[src/rtl/nibble_cpu_core_if.sv]
// Shared program/data memory bus of the nibble CPU core.
// The core drives the request side; memory answers with read data and ready.
interface nibble_cpu_core_if #(
    parameter int DW = 4,
    parameter int AW = 10
);
    logic          mem_req;
    logic          mem_we;
    logic          mem_data_sel;
    logic [AW-1:0] mem_addr;
    logic [DW-1:0] mem_wdata;
    logic [DW-1:0] mem_rdata;
    logic          mem_ready;

    modport master (
        output mem_req, mem_we, mem_data_sel, mem_addr, mem_wdata,
        input  mem_rdata, mem_ready
    );

    modport slave (
        input  mem_req, mem_we, mem_data_sel, mem_addr, mem_wdata,
        output mem_rdata, mem_ready
    );
endinterface

[src/rtl/nibble_cpu_core.sv]
// Nibble CPU core: three-word instruction fetch, ALU/load/store/branch execute,
// req/ready memory handshake with wait states. All bus outputs are registered.
module nibble_cpu_core #(
    parameter int DW   = 4,
    parameter int AW   = 10,
    parameter int NREG = 4
) (
    input  logic              i_clk,
    input  logic              i_rst,
    nibble_cpu_core_if.master bus,
    output logic              o_flag_z,
    output logic              o_flag_c,
    output logic              o_halted
);
    localparam int PW = AW - 2;
    localparam int RW = (NREG > 1) ? $clog2(NREG) : 1;
    localparam logic [PW-1:0] PC_ONE = {{(PW-1){1'b0}}, 1'b1};

    localparam logic [3:0] OP_LDI  = 4'd1;
    localparam logic [3:0] OP_LD   = 4'd2;
    localparam logic [3:0] OP_ST   = 4'd3;
    localparam logic [3:0] OP_ADD  = 4'd4;
    localparam logic [3:0] OP_ADDM = 4'd5;
    localparam logic [3:0] OP_AND  = 4'd6;
    localparam logic [3:0] OP_XOR  = 4'd7;
    localparam logic [3:0] OP_JMP  = 4'd8;
    localparam logic [3:0] OP_JZ   = 4'd9;
    localparam logic [3:0] OP_JC   = 4'd10;
    localparam logic [3:0] OP_HALT = 4'd11;

    typedef enum logic [2:0] {
        S_F1   = 3'd0,
        S_F2   = 3'd1,
        S_F3   = 3'd2,
        S_MEM  = 3'd3,
        S_HALT = 3'd4
    } state_t;

    state_t        r_state;
    logic [PW-1:0] r_pc;
    logic [DW-1:0] r_w1;
    logic [DW-1:0] r_w2;
    logic [DW-1:0] r_regs [NREG];
    logic          r_req;
    logic          r_we;
    logic          r_sel;
    logic [AW-1:0] r_addr;
    logic [DW-1:0] r_wdata;
    logic          r_z;
    logic          r_c;
    logic          r_halted;

    logic          w_done;
    logic [3:0]    w_op;
    logic [RW-1:0] w_rd;
    logic [DW-1:0] w_src;
    logic [DW:0]   w_sum;
    logic [PW-1:0] w_pc_inc;
    logic [PW-1:0] w_jmp_pc;
    logic [PW-1:0] w_next_pc;
    logic          w_wr_en;
    logic          w_wr_c;
    logic [DW-1:0] w_res;
    logic          w_unused_bits;

    // Upper bits of the opcode and register-select words are don't-care.
    assign w_unused_bits = ^{r_w1, r_w2};

    assign w_done   = r_req && bus.mem_ready;
    assign w_op     = r_w1[3:0];
    assign w_rd     = r_w2[RW-1:0];
    assign w_src    = r_regs[w_rd];
    assign w_sum    = {1'b0, w_src} + {1'b0, bus.mem_rdata};
    assign w_pc_inc = r_pc + PC_ONE;
    assign w_jmp_pc = PW'(bus.mem_rdata);

    // Register write-back value/enable and the next pc for F3/MEM completion.
    always_comb begin
        w_wr_en   = 1'b0;
        w_wr_c    = 1'b0;
        w_res     = w_src;
        w_next_pc = w_pc_inc;
        if (r_state == S_F3) begin
            case (w_op)
                OP_LDI:  begin w_wr_en = 1'b1; w_res = bus.mem_rdata; end
                OP_ADD:  begin w_wr_en = 1'b1; w_wr_c = 1'b1; w_res = w_sum[DW-1:0]; end
                OP_AND:  begin w_wr_en = 1'b1; w_res = w_src & bus.mem_rdata; end
                OP_XOR:  begin w_wr_en = 1'b1; w_res = w_src ^ bus.mem_rdata; end
                OP_JMP:  w_next_pc = w_jmp_pc;
                OP_JZ:   w_next_pc = r_z ? w_jmp_pc : w_pc_inc;
                OP_JC:   w_next_pc = r_c ? w_jmp_pc : w_pc_inc;
                default: w_next_pc = w_pc_inc;
            endcase
        end else if (r_state == S_MEM) begin
            case (w_op)
                OP_LD:   begin w_wr_en = 1'b1; w_res = bus.mem_rdata; end
                OP_ADDM: begin w_wr_en = 1'b1; w_wr_c = 1'b1; w_res = w_sum[DW-1:0]; end
                default: w_wr_en = 1'b0;
            endcase
        end else begin
            w_wr_en = 1'b0;
        end
    end

    // Sequencer, register file, flags and registered bus outputs.
    always_ff @(posedge i_clk) begin
        if (i_rst) begin
            r_state  <= S_F1;
            r_pc     <= {PW{1'b0}};
            r_w1     <= {DW{1'b0}};
            r_w2     <= {DW{1'b0}};
            for (int i = 0; i < NREG; i++) begin
                r_regs[i] <= {DW{1'b0}};
            end
            r_req    <= 1'b1;
            r_we     <= 1'b0;
            r_sel    <= 1'b0;
            r_addr   <= {AW{1'b0}};
            r_wdata  <= {DW{1'b0}};
            r_z      <= 1'b0;
            r_c      <= 1'b0;
            r_halted <= 1'b0;
        end else if (w_done) begin
            if (w_wr_en) begin
                r_regs[w_rd] <= w_res;
                r_z          <= (w_res == {DW{1'b0}});
            end
            if (w_wr_c) begin
                r_c <= w_sum[DW];
            end
            case (r_state)
                S_F1: begin
                    r_w1    <= bus.mem_rdata;
                    r_addr  <= {r_pc, 2'd1};
                    r_state <= S_F2;
                end
                S_F2: begin
                    r_w2    <= bus.mem_rdata;
                    r_addr  <= {r_pc, 2'd2};
                    r_state <= S_F3;
                end
                S_F3: begin
                    case (w_op)
                        OP_LD, OP_ST, OP_ADDM: begin
                            r_addr  <= AW'(bus.mem_rdata);
                            r_sel   <= 1'b1;
                            r_we    <= (w_op == OP_ST);
                            r_wdata <= w_src;
                            r_state <= S_MEM;
                        end
                        OP_HALT: begin
                            r_req    <= 1'b0;
                            r_halted <= 1'b1;
                            r_state  <= S_HALT;
                        end
                        default: begin
                            r_pc    <= w_next_pc;
                            r_addr  <= {w_next_pc, 2'd0};
                            r_state <= S_F1;
                        end
                    endcase
                end
                S_MEM: begin
                    r_pc    <= w_pc_inc;
                    r_addr  <= {w_pc_inc, 2'd0};
                    r_sel   <= 1'b0;
                    r_we    <= 1'b0;
                    r_state <= S_F1;
                end
                default: r_state <= S_HALT;
            endcase
        end
    end

    assign bus.mem_req      = r_req;
    assign bus.mem_we       = r_we;
    assign bus.mem_data_sel = r_sel;
    assign bus.mem_addr     = r_addr;
    assign bus.mem_wdata    = r_wdata;
    assign o_flag_z         = r_z;
    assign o_flag_c         = r_c;
    assign o_halted         = r_halted;
endmodule

[src/flat_wrapper.sv]
// flat-port wrapper written by rule: the top's interface ports become plain ports
module nibble_cpu_core_flat 
#(
    parameter int DW   = 4,
    parameter int AW   = 10,
    parameter int NREG = 4
)
  (i_clk, i_rst, o_flag_z, o_flag_c, o_halted, bus_mem_req, bus_mem_we, bus_mem_data_sel, bus_mem_addr, bus_mem_wdata, bus_mem_rdata, bus_mem_ready);
  nibble_cpu_core_if #(.DW(DW), .AW(AW)) bus_i ();
  input  logic i_clk;
  input  logic i_rst;
  output logic o_flag_z;
  output logic o_flag_c;
  output logic o_halted;
  output wire logic [$bits(bus_i.mem_req)-1:0] bus_mem_req;
  output wire logic [$bits(bus_i.mem_we)-1:0] bus_mem_we;
  output wire logic [$bits(bus_i.mem_data_sel)-1:0] bus_mem_data_sel;
  output wire logic [$bits(bus_i.mem_addr)-1:0] bus_mem_addr;
  output wire logic [$bits(bus_i.mem_wdata)-1:0] bus_mem_wdata;
  input wire logic [$bits(bus_i.mem_rdata)-1:0] bus_mem_rdata;
  input wire logic [$bits(bus_i.mem_ready)-1:0] bus_mem_ready;
  assign bus_mem_req = bus_i.mem_req;
  assign bus_mem_we = bus_i.mem_we;
  assign bus_mem_data_sel = bus_i.mem_data_sel;
  assign bus_mem_addr = bus_i.mem_addr;
  assign bus_mem_wdata = bus_i.mem_wdata;
  assign bus_i.mem_rdata = bus_mem_rdata;
  assign bus_i.mem_ready = bus_mem_ready;
  nibble_cpu_core #(.DW(DW), .AW(AW), .NREG(NREG)) u_core (.i_clk(i_clk), .i_rst(i_rst), .bus(bus_i), .o_flag_z(o_flag_z), .o_flag_c(o_flag_c), .o_halted(o_halted));
endmodule
[config.mk]
export PLATFORM = sky130hd
export DESIGN_NAME = nibble_cpu_core_flat
export DESIGN_NICKNAME = d
export VERILOG_FILES = /design/src/rtl/nibble_cpu_core_if.sv /design/src/rtl/nibble_cpu_core.sv /design/src/flat_wrapper.sv
export SDC_FILE = /design/constraint.sdc
export NUM_CORES = 1
export LEC_CHECK = 0
export CORE_MARGIN = 5
export CORE_UTILIZATION = 44
export DETAILED_ROUTE_END_ITERATION = 7
export SYNTH_ARGS = -nofsm -noshare
export SYNTH_HDL_FRONTEND = slang
export SYNTH_SLANG_ARGS = --single-unit
export TNS_END_PERCENT = 100
[constraint.sdc]
create_clock -name i_clk -period 3.7 [get_ports i_clk]
set_clock_uncertainty 0.05 [all_clocks]
set_input_delay 0.74 -clock i_clk [delete_from_list [all_inputs] [get_ports i_clk]]
set_output_delay 0.74 -clock i_clk [all_outputs]
set_load 0.01 [all_outputs]
==> metrics.md, run 1 <==
| Metric | Value |
|---|---|
| CP Max Fanout | `5` |
| Via count | `2756` |
| Met2 Use GR | `26.32%` |
| Met3 Use GR | `between 3 and 4%` |
| Initial core utilization | `a little under half` |
| Clk sink count | `55` |
| Pre-antenna DRT Iters | `7` |
| Placeable Area | `6832 um2` |
| Tmin final | `3.078 ns` |
| Die area | `between 8000 and 9000 um2` |
| Global routing's busiest layer | `met1` |
| Nets | `390` |
| DRT iter0 DRCs | `between 200 and 250` |
| Total CTS buffers | `5` |
| Setup bufs post-CTS | `0` |
| Longest Clk Path Bufs | `2` |
| Async set-reset flop share out of synthesis | `0%` |
| Number of synthesized flops with an enable pin | `16` |
| Most frequent cells in the layout | `nor2_1 (52), dfxtp_1 (39), a21oi_1 (38), clkdlybuf4s50_1 (26), nand2_1 (21)` |
| Finished Core Util | `between 50% and 60%` |
| Status | `completed` |
| Setup TNS | `0 ns` |
| Vias in the first global route | `2509` |
| Initial antenna violation count | `0` |
| Period utilisation layout | `83.18%` |
| Share of the yosys chip area belonging to registers | `40.76%` |
| Die W | `93.86 um` |
| Crit Path Category | `register to register` |
| Chip Height | `about 94 um` |
| R2R depth | `10` |
| GRT Total Usage | `19.03%` |
| Post-synthesis register bit count | `55` |
| Final Hold Viols | `0` |
| Grt total ovfl | `0` |
| Top_reg_cell synth | `dfxtp_1` |
| DRC viols | `0` |
| Final Hold Slack | `0.4064 ns` |
| Slew Limit Fails | `0` |
| Unrepaired setup endpoints after global routing | `false` |
| Total of max-cap violations | `0` |
| Headroom to the max-slew limit | `50.01%` |
| Count of cell types in the netlist | `between 50 and 60` |
| WL/cell | `about 17 um` |
| Worst EP arrival | `3.10 ns` |
| Post-route ant nets | `0` |
| Worst VDD drop | `0.0001657 V` |
| Num rows | `30` |
| Synth Instances | `353` |
| Register area | `1261 um2` |
| Multi-input gate area | `1742 um2` |
| Required @ worst endpoint | `3.72 ns` |
| CTS tree | `yes` |
| Hold Path Class | `register to register` |
| FF-to-FF End | `u_core.r_regs[3][2]` |
| Finish-stage setup viols | `0` |
| Commonest non-fill, non-tap cell in the layout | `nor2_1` |
| Syn. warnings | `0` |
| Flop2flop setup slack | `between 0.6 and 0.7 ns` |
| PD cells | `354.4 nW/um2` |
| Clock root buffer master | `clkbuf_8` |
| Reg clk slew, reported paths | `0.10 ns` |
| Layout cells sized above 1 | `8.466%` |
| Syn Std Cell Area | `just over 3000 um2` |
| Hold_buf cts | `0` |
| Clk_lat worst skew | `0.32 ns` |
| CTS H-Tree Depth | `2` |
| Met1 Use GR | `30.15%` |
| Peak Freq | `324.9 MHz` |
| Port Buf Inserts | `26` |
| CTS-repair resized insts | `0` |
| Lkg Pwr | `1.217 nW` |
| DR vias/cell | `5.814` |
| CP Launch Type | `register` |
| Ports | `27` |
| Largest net degree at the start of global routing | `43` |
| Global-route wire length before repair | `13360 um` |
| Final WL | `a little over 8000 um` |
| RePlAce Congestion | `0.8806` |
| CP Capture Type | `register` |
| Layout fillers | `around 680` |
| Worst Tran Pin Value | `0.7488 ns` |
| Number of diodes | `0` |
| Syn_nets | `approximately 370` |
| Layout area overhead | `16.01%` |
| DP Wirelength | `approximately 6000 um` |
| Critical Path Sink | `u_core.r_regs[3][2]` |
| Mean Syn Cell Area | `8.765 um2` |
==> worst max-delay path: stages, from the launching register on <==
cell and delay [ns]:
dfxtp_1 0.51, mux4_2 0.64, ha_1 0.26, fa_1 0.40
xor2_1 0.17, mux2i_1 0.14, o32a_1 0.15, nor2_1 0.04
a311oi_1 0.25, buf_4 0.18, nor2_1 0.04
==> kinds of logic after synthesis <==
logic type               share of synthesized area (%)
XOR/XNOR                                         1.981
buffers and inverters                            2.952
AO/OA/AOI/OAI                                    21.27
flip-flops                                       40.76
adder cells (fa/ha/maj)                          2.669
multiplexers                                     7.158
AND/OR/NAND/NOR                                  23.21
==> area by class of cell <==
type	count	share of cell area (%)
clock inverters	3	1.325
flip-flops and latches	55	35.13
multi-input cells	274	48.52
repair buffers	35	9.132
well taps	96	3.346
inverters	6	0.6274
clock buffers	5	1.917
==> synth_stat cells (all sizes together), types with 5 or more instances <==
cell / instances / area share (%)
mux2i: 12 / 3.9
nand2b: 14 / 2.9
nor3: 5 / 0.81
a21oi: 38 / 6.1
nor2: 52 / 6.3
dfxtp: 39 / 25
clkbuf: 15 / 1.8
nand2: 21 / 2.5
or3: 5 / 1.0
a31oi: 7 / 1.4
nand3: 15 / 2.4
inv: 6 / 0.73
a22oi: 7 / 1.7
o21ai: 15 / 2.4
edfxtp: 16 / 16
nand3b: 5 / 1.2
ha: 5 / 2.0
==> power by group <==
part           internal, W  total (W)  switching (W)
Sequential        0.000634   0.000658      0.0000243
Clock             0.000206   0.000423       0.000217
Combinational    0.0000798   0.000192       0.000112
==> worst min path at each step <==
| stage | from | end | slack, ns | cells after the start |
|---|---|---|---|---|
| floorplan | u_core.r_pc[7] | u_core.r_pc[7] | 0.41 | 2 |
| global placement | u_core.o_halted | u_core.o_halted | 0.39 | 2 |
| detailed placement | u_core.o_halted | u_core.o_halted | 0.40 | 2 |
| CTS | u_core.o_halted | u_core.o_halted | 0.41 | 2 |
| global route | u_core.bus.mem_addr[8] | u_core.bus.mem_addr[8] | 0.46 | 2 |
| finish | u_core.o_halted | u_core.o_halted | 0.41 | 2 |
==> flip-flops by register name, indices dropped and copies added, names as in the netlist, 2 cells and up, named ones only <==
signal,cells
u_core.r_regs,16
u_core.bus.mem_addr,10
u_core.r_pc,8
u_core.bus.mem_wdata,4
u_core.r_w1,4
u_core.r_state,3
u_core.r_w2,2
==> routing by layer <==
layer / wire [um] / vias up
li1: - / 1349
met1: 4207 / 1316
met2: 3411 / 84
met3: 377 / 7
met4: 88 / 0
met5: 0 / -
==> metrics by stage <==
stage / setup slack (ns) / area, um2 / cells / power, W
floorplan: 0.7826 / 3094 / 353 / 0.0007960
global placement: 0.4521 / 3473 / 466 / 0.0008606
detailed placement: 0.4196 / 3473 / 466 / 0.0008600
CTS: 0.5999 / 3590 / 474 / 0.001279
global route: 0.4443 / 3590 / 474 / 0.001324
finish: 0.6223 / 3590 / 474 / 0.001272
(Power assumes the default switching activity.)
==> run 2: changes to the inputs <==
--- a/config.mk
+++ b/config.mk
@@ -8,6 +8,7 @@
 export CORE_MARGIN = 5
 export CORE_UTILIZATION = 44
 export DETAILED_ROUTE_END_ITERATION = 7
+export PLACE_DENSITY = 0.66
 export SYNTH_ARGS = -nofsm -noshare
 export SYNTH_HDL_FRONTEND = slang
 export SYNTH_SLANG_ARGS = --single-unit
==> constraint.sdc (replaced) <==
create_clock -name i_clk -period 2.6 [get_ports i_clk]
set_clock_uncertainty 0.05 [all_clocks]
set_input_delay 0.52 -clock i_clk [delete_from_list [all_inputs] [get_ports i_clk]]
set_output_delay 0.52 -clock i_clk [all_outputs]
set_load 0.01 [all_outputs]
==> run 2 against run 1 <==
The run now ends with negative setup slack left. Sequential power is 40% higher. Power rose by 36%. Clock-buffer cell count unchanged. Routed wire length grew 2.1%. Utilization rose by 3.7 points. Via count is 4.0% higher. Critical path type unchanged. Critical endpoint is now u_core.r_regs[2][2]. Largest power group unchanged. Highest routed layer unchanged.
==> metrics.md, run 2 (same netlist as run 1, synthesis figures left out) <==
| Metric | Value |
|---|---|
| Most frequent cells in the layout | `nor2_1 (52), dfxtp_1 (38), a21oi_1 (37), buf_4 (37), clkdlybuf4s50_1 (26)` |
| Worst EP arrival | `around 2.7 ns` |
| Switching Fraction | `roughly 28%` |
| Total CTS buffers | `5` |
| Clk_lat worst skew | `0.31 ns` |
| Peak Freq | `370.7 MHz` |
| Max reg flops | `16` |
| Layout area overhead | `24.14%` |
| Global-route wire length before repair | `approximately 14000 um` |
| GRT Total Usage | `about a fifth` |
| CP Capture Type | `register` |
| Final WL | `8257 um` |
| Largest Register | `u_core.r_regs` |
| DRC viols | `0` |
| Ports | `27` |
| Tot Pwr | `0.001724 W` |
| Comb pwr share | `19.3%` |
| CTS H-Tree Depth | `2` |
| Worst path slowest cell | `mux4_2` |
| Num rows | `30` |
| DP Wirelength | `6109 um` |
| Port Buf Inserts | `26` |
| Lkg Pwr | `1.356 nW` |
| Via count | `2865` |
| Worst VDD drop | `between 0.0002 and 0.00025 V` |
| Reg clk slew, reported paths | `0.09 ns` |
| DR vias/cell | `5.696` |
| Crit Path Category | `register to register` |
| Required @ worst endpoint | `2.63 ns` |
| Post-route ant nets | `0` |
| Status | `finished with violations` |
| Initial antenna violation count | `0` |
| Clock root buffer master | `clkbuf_8` |
| Pre-antenna DRT Iters | `4` |
| Clk sink count | `55` |
| Chip Height | `93.86 um` |
| Die W | `93.86 um` |
| Failing checks | `negative setup slack` |
| Grt total ovfl | `0` |
| Layout cells sized above 1 | `approximately 17%` |
| Met2 Use GR | `29.63%` |
| Global routing's busiest layer | `met2` |
| Longest Clk Path Bufs | `2` |
| Largest net degree at the start of global routing | `43` |
| RePlAce Congestion | `0.9127` |
| Hold Path Class | `register to register` |
| Critical path's most frequent cell | `nor2_1` |
| Cells along the critical path | `mux4_2, ha_4, fa_2, xor2_1, mux2i_1, o32a_1, nor2_1, a311oi_2, buf_4, nor2_1` |
| Die area | `8810 um2` |
| Clock power frac | `27.2%` |
| Placeable Area | `between 6000 and 7000 um2` |
| Worst path bufs/invs | `1` |
| PD cells | `about 450 nW/um2` |
| Finish-stage setup viols | `9` |
| Number of diodes | `0` |
| WL/cell | `around 16 um` |
| Worst Tran Pin Value | `0.6279 ns` |
| Slew Limit Fails | `0` |
| Hold Path Origin | `u_core.o_halted` |
| Sw power | `0.0004862 W` |
| Vias in the first global route | `around 2700` |
| Met1 Use GR | `27.74%` |
| Reg power frac | `53.5%` |
| DRT iter0 DRCs | `291` |
| Period utilisation layout | `103.7%` |
| CP Launch Type | `register` |
| Pre-CTS setup slack | `-0.2703 ns` |
| Tmin final | `2.697 ns` |
| Met3 Use GR | `3.846%` |
| Int Pwr | `roughly 0.0012 W` |
| CP Max Fanout | `4` |
| Final worst setup slack | `-0.09732 ns` |
| Fin cells | `between 500 and 600` |
| Placed cell count | `494` |
| Unrepaired setup endpoints after global routing | `true` |
| CTS tree | `yes` |
| Total of max-cap violations | `0` |
| Cell family with most CP delay | `multiplexers` |
| Final Hold Viols | `0` |
| Nets | `419` |
| Crit path largest cell delay | `0.55 ns` |
| Headroom to the max-slew limit | `57.86%` |
| Commonest non-fill, non-tap cell in the layout | `nor2_1` |
| Initial core utilization | `45.29%` |
| Setup TNS | `-0.5821 ns` |
-- run 2: worst paths after layout --
kind / end / slack [ns] / depth (start not counted)
worst max-delay path: u_core.r_regs[2][2] / -0.1 / 10
worst min-delay path: u_core.o_halted / 0.41 / 2
worst max register to register: u_core.r_regs[2][2] / -0.1 / 10
worst min register to register: u_core.o_halted / 0.41 / 2
-- run 2: power by group through the flow --
stage,logic [W],registers [W],clock network (W)
after floorplan,0.000199,0.000936,0
after global placement,0.000317,0.000940,0
after detailed placement,0.000317,0.000942,0
after CTS,0.000324,0.000922,0.000486
after global routing,0.000362,0.000925,0.000525
final,0.000332,0.000923,0.000469
-- run 2: repair_timing --
action	in CTS	in global routing
hold buffers	0	0
buffers inserted	1	0
setup endpoints to repair	13	18
resized for setup	4	4
pin swaps	2	2
-- run 2: worst register-to-register path, cell delays in order (launching register included) --
cell and delay (ns):
dfxtp_4 0.38, mux4_2 0.55, ha_4 0.19, fa_2 0.34, xor2_1 0.17, mux2i_1 0.15
o32a_1 0.15, nor2_1 0.05, a311oi_2 0.22, buf_4 0.18, nor2_1 0.04
-- run 2: cell type report --
type | count | area (um2)
Clock buffer | 5 | 68.82
Clock inverter | 3 | 15.01
Fill cell | 663 | 2990
Inverter | 6 | 22.52
Multi-Input combinational cell | 274 | 1800
Sequential cell | 55 | 1265
Tap cell | 96 | 120.1
Timing Repair Buffer | 64 | 549.3
-- run 2: per-layer routing --
metal | share of wire, % | up-vias
li1 | - | 1406
met1 | 49 | 1367
met2 | 44 | 81
met3 | 5.7 | 11
met4 | 1.5 | 0
met5 | 0 | -
-- run 2: through the flow --
| stage | util (%) | instance area, um2 | hold slack (ns) |
|---|---|---|---|
| 2_1_floorplan | - | 3119 | 0.4120 |
| 3_3_place_gp | 54.29 | 3709 | 0.3873 |
| 3_5_place_dp | 54.29 | 3709 | 0.3921 |
| 4_1_cts | 55.90 | 3819 | 0.4112 |
| 5_1_grt | 56.23 | 3841 | 0.4206 |
| 6_report | 56.23 | 3841 | 0.4087 |
==> run 3: changes to the inputs <==
--- a/config.mk
+++ b/config.mk
@@ -5,10 +5,11 @@
 export SDC_FILE = /design/constraint.sdc
 export NUM_CORES = 1
 export LEC_CHECK = 0
+export CAP_MARGIN = 20
 export CORE_MARGIN = 5
-export CORE_UTILIZATION = 44
+export CORE_UTILIZATION = 25
+export CTS_BUF_LIST = sky130_fd_sc_hd__clkbuf_2
 export DETAILED_ROUTE_END_ITERATION = 7
-export PLACE_DENSITY = 0.66
 export SYNTH_ARGS = -nofsm -noshare
 export SYNTH_HDL_FRONTEND = slang
 export SYNTH_SLANG_ARGS = --single-unit
==> run 3 against run 2 <==
The flow still finishes with violations (negative setup slack). Sequential share of layout area fell by 0.50 points. Utilization is 24 points lower. Non-clock buffer count down 2. First-iteration DRC count decreased by 35%. Critical path depth did not move.
==> metrics.md, run 3 (same netlist as run 1, synthesis figures left out) <==
| Metric | Value |
|---|---|
| Clock root buffer master | `clkbuf_2` |
| Worst EP arrival | `2.96 ns` |
| Headroom to the max-slew limit | `53.89%` |
| Peak Freq | `365.7 MHz` |
| Layout area overhead | `26.04%` |
| Post-route ant nets | `0` |
| Largest net degree at the start of global routing | `43` |
| Final worst setup slack | `-0.1344 ns` |
| Layout fillers | `1256` |
| Required @ worst endpoint | `2.82 ns` |
| Die area | `14700 um2` |
| Largest Register | `u_core.r_regs` |
| Layout cells sized above 1 | `a little under a fifth` |
| Fin cells | `574` |
| DP Wirelength | `approximately 6300 um` |
| Total of max-cap violations | `0` |
| RePlAce Congestion | `0.8848` |
| DR vias/cell | `5.068` |
| Placed cell count | `approximately 560` |
| CTS tree | `yes` |
| Via count | `2909` |
| Status | `finished with violations` |
| DRT iter0 DRCs | `190` |
| Worst Tran Pin Value | `0.6871 ns` |
| Crit Path Category | `register to register` |
| Register area | `1265 um2` |
| Vias in the first global route | `between 2000 and 3000` |
| Port Buf Inserts | `26` |
| CTS H-Tree Depth | `2` |
| Reg clk slew, reported paths | `0.27 ns` |
| Finish-stage setup viols | `9` |
| Hold_buf cts | `0` |
| Commonest non-fill, non-tap cell in the layout | `nor2_1` |
| Global-route wire length before repair | `14040 um` |
| Lkg Pwr | `1.323 nW` |
| WL/cell | `14.76 um` |
| Placeable Area | `about 12000 um2` |
| Clk sink count | `55` |
| CP Launch Type | `register` |
| Longest Clk Path Bufs | `2` |
| CP Max Fanout | `4` |
| Chip Height | `~120 um` |
| Max reg flops | `16` |
| PD cells | `415.7 nW/um2` |
| Final WL | `8470 um` |
| Worst VDD drop | `0.0001961 V` |
| Total CTS buffers | `5` |
| Initial antenna violation count | `1` |
| Pre-CTS setup slack | `-0.2561 ns` |
| Nets | `417` |
| Ports | `27` |
| Grt total ovfl | `0` |
| Final Hold Viols | `0` |
| Pre-antenna DRT Iters | `5` |
| Initial core utilization | `25.65%` |
| Unrepaired setup endpoints after global routing | `true` |
| Period utilisation layout | `105.2%` |
| Multi-input gate area | `1821 um2` |
| Num rows | `40` |
| Clk_lat worst skew | `0.47 ns` |
| Setup TNS | `-1.051 ns` |
| DRC viols | `0` |
| Failing checks | `negative setup slack` |
| GRT Total Usage | `11.77%` |
| CP Capture Type | `register` |
| Tmin final | `about 2.7 ns` |
| Most frequent cells in the layout | `nor2_1 (48), dfxtp_1 (38), a21oi_1 (37), buf_4 (36), clkdlybuf4s50_1 (26)` |
| Hold Path Class | `register to register` |
| Finished Core Util | `~32%` |
| Die W | `121.3 um` |
| Slew Limit Fails | `0` |
## run 3: worst paths after layout
| path | end | cells past startpoint | startpoint | slack (ns) |
|---|---|---|---|---|
| max reg2reg | u_core.r_regs[0][2] | 10 | register | -0.13 |
| max | u_core.r_regs[0][2] | 10 | register | -0.13 |
| min | u_core.o_halted | 2 | u_core.o_halted | 0.43 |
| min reg2reg | u_core.o_halted | 2 | u_core.o_halted | 0.43 |
## run 3: cell type report
| class | instances | share of cell area (%) |
|---|---|---|
| Inverter | 6 | 0.5775 |
| Tap cell | 168 | 5.390 |
| Antenna cell | 1 | 0.06416 |
| Clock buffer | 5 | 0.6416 |
| Clock inverter | 3 | 0.6096 |
| Sequential cell | 55 | 32.43 |
| Multi-Input combinational cell | 274 | 46.68 |
| Timing Repair Buffer | 62 | 13.60 |
## run 3: power by group
part           switching [W]  leakage, nW  total (W)  internal [W]
clock network       0.000290       0.0256   0.000359     0.0000689
logic               0.000185        0.815   0.000336      0.000151
registers          0.0000214        0.482   0.000926      0.000905
## run 3: repair_timing
action                     CTS  global route
setup endpoints to repair   13            18
gates resized for setup      3            10
pin swaps                    1             6
buffers inserted             1             2
## run 3: critical path, cell delays in order, from the launching register on
cell,delay [ns]
dfxtp_4,0.44
mux4_2,0.55
ha_4,0.19
fa_2,0.37
xor2_2,0.17
mux2i_1,0.13
o32a_1,0.15
nor2_1,0.05
a311oi_2,0.22
buf_4,0.18
nor2_1,0.05
## run 3: metal layers
layer	vias up	global-route usage, %	routed length, um
li1	1401	-	-
met1	1392	15.55	3837
met2	99	19.56	4036
met3	17	1.818	423
met4	0	4.062	172
met5	-	0	0
## run 3: through the flow
step	cell area [um2]	total power [W]	hold WS, ns
detailed placement	3769	0.001255	0.3888
global route	3900	0.001698	0.4493
CTS	3840	0.001620	0.4258
floorplan	3119	0.001135	0.4120
global placement	3769	0.001256	0.3863
finish	3900	0.001621	0.4275
